$ cat src/rtl/uart_rx.sv
// UART receiver: two-flop input synchroniser, oversampled bit recovery with
// a three-sample majority vote, optional parity check and stop-bit check.
// A good byte is presented on P_DATA with a one-cycle DATA_VALID pulse;
// parity and stop errors are reported as one-cycle pulses.
module uart_rx #(
  parameter int DATA_WIDTH = 8,
  parameter int OVERSAMPLE = 8
) (
  input  logic                  CLK,
  input  logic                  RST,
  input  logic                  RX_IN,
  input  logic                  PAR_EN,
  input  logic                  PAR_TYP,
  output logic [DATA_WIDTH-1:0] P_DATA,
  output logic                  DATA_VALID,
  output logic                  PAR_ERR,
  output logic                  STP_ERR,
  output logic                  BUSY
);

  localparam int CW = $clog2(OVERSAMPLE);
  localparam int BW = (DATA_WIDTH > 1) ? $clog2(DATA_WIDTH) : 1;

  localparam logic [CW-1:0] SAMP_LAST = CW'(OVERSAMPLE - 1);
  localparam logic [CW-1:0] SAMP_A    = CW'(OVERSAMPLE / 2 - 1);
  localparam logic [CW-1:0] SAMP_B    = CW'(OVERSAMPLE / 2);
  localparam logic [CW-1:0] SAMP_DEC  = CW'(OVERSAMPLE / 2 + 1);
  localparam logic [BW-1:0] BIT_LAST  = BW'(DATA_WIDTH - 1);

  typedef enum logic [2:0] {
    IDLE,
    START,
    DATA,
    PARITY,
    STOP
  } state_t;

  state_t state;
  state_t state_next;

  logic                  rx_m;
  logic                  rx_s;
  logic [CW-1:0]         samp_cnt;
  logic [BW-1:0]         bit_cnt;
  logic                  samp_a;
  logic                  samp_b;
  logic                  armed;
  logic                  par_en_q;
  logic                  par_typ_q;
  logic                  par_mis;
  logic [DATA_WIDTH-1:0] shreg;

  logic at_dec;
  logic at_wrap;
  logic vote;
  logic start_det;
  logic shift_en;
  logic par_chk;
  logic frame_end;

  assign at_dec  = (samp_cnt == SAMP_DEC);
  assign at_wrap = (samp_cnt == SAMP_LAST);
  // Majority of the two stored centre samples and the current one.
  assign vote    = (samp_a & samp_b) | (samp_a & rx_s) | (samp_b & rx_s);

  // Two-flop synchroniser for the asynchronous serial input; idles high.
  always_ff @(posedge CLK) begin
    if (RST) begin
      rx_m <= 1'b1;
      rx_s <= 1'b1;
    end else begin
      rx_m <= RX_IN;
      rx_s <= rx_m;
    end
  end

  // Frame state register.
  always_ff @(posedge CLK) begin
    if (RST) begin
      state <= IDLE;
    end else begin
      state <= state_next;
    end
  end

  // Next-state logic and per-cycle datapath strobes.
  always_comb begin
    state_next = state;
    start_det  = 1'b0;
    shift_en   = 1'b0;
    par_chk    = 1'b0;
    frame_end  = 1'b0;
    case (state)
      IDLE: begin
        if (!rx_s && armed) begin
          start_det  = 1'b1;
          state_next = START;
        end
      end
      START: begin
        if (at_dec && vote) begin
          state_next = IDLE;
        end else if (at_wrap) begin
          state_next = DATA;
        end
      end
      DATA: begin
        shift_en = at_dec;
        if (at_wrap && (bit_cnt == BIT_LAST)) begin
          state_next = par_en_q ? PARITY : STOP;
        end
      end
      PARITY: begin
        par_chk = at_dec;
        if (at_wrap) begin
          state_next = STOP;
        end
      end
      STOP: begin
        if (at_dec) begin
          frame_end  = 1'b1;
          state_next = IDLE;
        end
      end
      default: state_next = IDLE;
    endcase
  end

  // Sample and bit counters plus the two stored centre samples.
  // bit_cnt advances at the bit wrap rather than the decision point; the
  // last-bit test at the wrap sees the same count either way.
  always_ff @(posedge CLK) begin
    if (RST) begin
      samp_cnt <= '0;
      bit_cnt  <= '0;
      samp_a   <= 1'b1;
      samp_b   <= 1'b1;
    end else begin
      if (state_next == IDLE) begin
        samp_cnt <= '0;
      end else if (at_wrap) begin
        samp_cnt <= '0;
      end else begin
        samp_cnt <= samp_cnt + CW'(1);
      end

      if (state != DATA) begin
        bit_cnt <= '0;
      end else if (at_wrap) begin
        bit_cnt <= (bit_cnt == BIT_LAST) ? '0 : bit_cnt + BW'(1);
      end

      if (samp_cnt == SAMP_A) begin
        samp_a <= rx_s;
      end
      if (samp_cnt == SAMP_B) begin
        samp_b <= rx_s;
      end
    end
  end

  // Frame datapath: config latch, shift register, parity/stop evaluation,
  // break re-arming and the registered result pulses.
  always_ff @(posedge CLK) begin
    if (RST) begin
      armed      <= 1'b1;
      par_en_q   <= 1'b0;
      par_typ_q  <= 1'b0;
      par_mis    <= 1'b0;
      shreg      <= '0;
      P_DATA     <= '0;
      DATA_VALID <= 1'b0;
      PAR_ERR    <= 1'b0;
      STP_ERR    <= 1'b0;
      BUSY       <= 1'b0;
    end else begin
      DATA_VALID <= 1'b0;
      PAR_ERR    <= 1'b0;
      STP_ERR    <= 1'b0;
      BUSY       <= (state_next != IDLE);

      if (start_det) begin
        par_en_q  <= PAR_EN;
        par_typ_q <= PAR_TYP;
        par_mis   <= 1'b0;
      end

      if (shift_en) begin
        shreg <= {vote, shreg[DATA_WIDTH-1:1]};
      end

      if (par_chk) begin
        par_mis <= (vote != ((^shreg) ^ par_typ_q));
      end

      if (frame_end) begin
        if (vote && !par_mis) begin
          P_DATA     <= shreg;
          DATA_VALID <= 1'b1;
        end
        PAR_ERR <= par_mis;
        STP_ERR <= ~vote;
        if (!vote) begin
          armed <= 1'b0;
        end
      end

      // A low line after a stop error must return high before a new start.
      if ((state == IDLE) && rx_s) begin
        armed <= 1'b1;
      end
    end
  end

endmodule

$ cat config.mk
export PLATFORM = sky130hd
export DESIGN_NAME = uart_rx
export DESIGN_NICKNAME = d
export VERILOG_FILES = /design/src/rtl/uart_rx.sv
export SDC_FILE = /design/constraint.sdc
export NUM_CORES = 1
export LEC_CHECK = 0
export ABC_AREA = 0
export CAP_MARGIN = 40
export CORE_UTILIZATION = 50
export CTS_BUF_LIST = sky130_fd_sc_hd__clkbuf_2
export CTS_CLUSTER_SIZE = 8
export DETAILED_ROUTE_END_ITERATION = 10
export DONT_BUFFER_PORTS = 1
export PLACE_DENSITY = 0.76
export SETUP_SLACK_MARGIN = 0.05
export SYNTH_ARGS = -nofsm -noshare
export SYNTH_HDL_FRONTEND = slang
export SYNTH_SLANG_ARGS = --single-unit
$ cat constraint.sdc
create_clock -name CLK -period 4.7 [get_ports CLK]
set_input_delay 0.47 -clock CLK [delete_from_list [all_inputs] [get_ports CLK]]
set_output_delay 0.47 -clock CLK [all_outputs]
set_load 0.02 [all_outputs]
==> impl.org <==
** Synth
- Counting instances in the post-synthesis netlist gives the leading cell types as sky130_fd_sc_hd__dfxtp_1 (37), sky130_fd_sc_hd__nor2_1 (18), sky130_fd_sc_hd__mux2i_1 (13).
- Post-synth ARST share :: 0
- After synthesis the cells add up to 1660 um2.
- Synth Area per Inst :: 9.76 um2
- Area contributors post-synth :: sky130_fd_sc_hd__dfxtp_1 (45%), sky130_fd_sc_hd__mux2i_1 (7.8%), sky130_fd_sc_hd__ha_1 (6.0%)
- Number of synthesized flops with an enable pin :: 0
- Dominant cell by count in the synthesized netlist :: sky130_fd_sc_hd__dfxtp_1
- In the synthesized netlist the dominant register cell turns out to be sky130_fd_sc_hd__dfxtp_1.
- Yosys cell types :: 38
- Sequential element share of the synthesized area :: 0.446
- sky130_fd_sc_hd__dfxtp_1 takes more of the synthesized area than any other cell.
- Counting every net in the synthesized netlist gives 183.
- During synthesis, Yosys emitted a total of 0 warnings.
- Fraction of synthesized cell area taken by the top area cell type :: 0.446
- Post-synthesis cell count :: 170
- Synthesis inferred 37 register bits.

** Detailed routing
- Average wire per cell in the routed design :: 13.6 um
- Wire segments on met2 add up to 1440 um in the final route.
- In the routed design, unresolved DRC markers number 0.
- Antenna viol nets, final :: 0
- For this block, the initial DRC count from the detailed router was 44.
- Wires add up to 2910 um.
- DR WL met3 :: 125 um
- Across all layers, the routed design uses 1155 vias.
- DR top layer :: met4
- Metal1 wirelength :: 1330 um
- Using the TritonRoute via totals, the vias-per-cell ratio works out to 5.40.
- Before antenna repair, the detailed router went through 4 iterations.

** Floorplan
- Die width :: 59.6 um
- Std-Cell Rows :: 20
- Starting density of the core :: 0.535
- I/O pin count :: 17
- The die covers 3550 um2.
- Measured along the y axis, the die boundary spans 59.6 um.
- The floorplan step defined a core boundary enclosing 3100 um2.

** Place
- Port buffering added 0 buffers.
- Dpl hpwl :: 2100 um
- In this run, placement finished with an instance count of 206.
- Routability-driven placement finished with a final weighted congestion of 0.810.
- Placed Area :: 1680 um2
- Setup WS pre-CTS :: 2580 ps

** Timing
- Crit path time final :: 2110 ps
- Setup repair after global routing missed its margin :: no
- Setup-failing EPs final :: 0
- Timing would allow up to 474 MHz.
- Setup_tns :: 0 ps
- Transition at the pin with the smallest max-transition slack :: 605 ps
- Post-route clock period utilization :: 0.449
- Hold is met by 141 ps.
- Max-Slew Margin vs Limit :: 0.594
- Maximum clock skew at final layout :: 16.3 ps
- Setup WS post-layout :: 2590 ps
- Final Slew Violations :: 0
- The final hold violation count is 0.

** Global route
- The initial antenna violation count came to 0.
- Via count of the first global-routing pass :: 1131
- The first global-routing pass estimated 4880 um of wire.
- Summed over all layers, the global routing overflow is 0.
- Entering global routing, the biggest net connects 31 pins.
- GRT Total Usage :: 0.185

** Power and ir drop
- Peak supply drop :: 162 uV
- Clock power share :: 0.359
- Of the total power, combinational logic draws 0.024.
- Leakage power figure :: 0.695 nW
- Power per unit of standard cell area :: 298 nW/um2
- Tot Pwr :: 520 uW
- Of the total power, the share spent switching nets is 0.204.
- The analysis attributes to net switching a power of 106 uW.
- Internal power comes to 414 uW.
- The share of total power dissipated in sequential elements is 0.616.

** Worst hold path
- The min-delay analysis places its worst path in the category input port to register.

** Cells and area
- Final std cells w/o fill :: 214
- Number of nets in the finished design :: 182
- Final instance area :: 1750 um2
- At the end of the flow the core is filled with cells to 0.563.
- Layout overhead on the synthesized area :: 5.28%
- Diode count :: 0
- Of the cells placed in the final design, the portion with a size suffix greater than 1 is 0.0824.

** Clock network
- The root buffer cell chosen for the clock tree is sky130_fd_sc_hd__clkbuf_2.
- Total number of H-tree levels :: 2
- Clock buffers created by TritonCTS :: 5
- Clk sink count :: 37
- Clock latency on the worst-skew pair :: 370 ps
- After clock tree synthesis, the clock-pin slew on the worst setup and hold paths is 180 ps.
- After clock tree synthesis, the setup repair step added 0 buffers.
- Clock tree from TritonCTS :: done
- The longest clock path from root to sink contains 2 buffers.
- Post-CTS Hold Fix Bufs :: 0
- Number of resized instances in the post-cts repair step :: 0

** Setup path
- Data arrives at the worst endpoint at 2380 ps.
- Crit Path Category :: register to register
- Worst Setup End Kind :: register
- The worst setup path is launched from a register.
- CP Max Fanout :: 13
- Required time of the critical path :: 4970 ps

** Status
- The run finished with clean final reports.

** Flow run
- The tool flagged a number of max-cap violations equal to 0.
path summary, 6_finish.rpt:
kind	cells after the start	from	end	slack, ps
max	5	samp_cnt[0]	P_DATA[7]	2590
min	1	RST	shreg[1]	140
max reg2reg	5	samp_cnt[0]	P_DATA[7]	2590
min reg2reg	1	rx_m	rx_s	440
placed cells by master, fill, tap and decap left out, types with 6 or more instances in the layout:
cell type                   n
sky130_fd_sc_hd__dfxtp_1   37
sky130_fd_sc_hd__nor2_1    18
sky130_fd_sc_hd__mux2i_1   13
sky130_fd_sc_hd__nand2_1   12
sky130_fd_sc_hd__a21oi_1   10
sky130_fd_sc_hd__nand3_1   10
sky130_fd_sc_hd__ha_1       8
sky130_fd_sc_hd__inv_1      7
sky130_fd_sc_hd__clkbuf_2   6
cells by family after synthesis:
logic type | synth area share
DFF | 0.446
muxes | 0.0784
xor gates and xnor gates | 0.0483
buffers and inverters | 0.0377
adders and majority gates | 0.0671
AOI/OAI and AO/OA | 0.125
and+or+nand+nor | 0.197
worst max-delay path, cell delays in order (launching register included):
cell	delay [ps]
sky130_fd_sc_hd__dfxtp_1	420
sky130_fd_sc_hd__ha_1	200
sky130_fd_sc_hd__and2_1	420
sky130_fd_sc_hd__nand4b_1	580
sky130_fd_sc_hd__mux2i_1	330
sky130_fd_sc_hd__nor2_1	60
state kept, by name, indices dropped and copies added (netlist names):
register / cells
samp_a: 1
P_DATA: 8
par_mis: 1
armed: 1
state: 3
par_en_q: 1
samp_b: 1
samp_cnt: 3
bit_cnt: 3
STP_ERR: 1
BUSY: 1
rx_s: 1
shreg: 8
PAR_ERR: 1
DATA_VALID: 1
rx_m: 1
par_typ_q: 1
final cells by class:
type / instances / area [um2]
multi-input combinational: 117 / 856
timing repair buffer: 1 / 5.00
tap: 44 / 55.1
clock inverter: 2 / 33.8
sequential: 37 / 741
inverter: 7 / 26.3
fill: 308 / 1360
clock buffer: 6 / 30.0
routing by layer:
metal,vias to the layer above,track usage
met5,-,0
met4,0,0.0598
met3,2,0.0655
met2,25,0.318
met1,538,0.214
li1,590,-
power by group through the flow:
stage               clock network (mW)  logic [mW]  registers (mW)
floorplan                            0      0.0140           0.325
global placement                     0      0.0116           0.327
detailed placement                   0      0.0125           0.327
CTS                              0.194      0.0127           0.321
global route                     0.209      0.0139           0.321
finish                           0.187      0.0126           0.320
No activity file was read; power rests on OpenSTA's default activity.
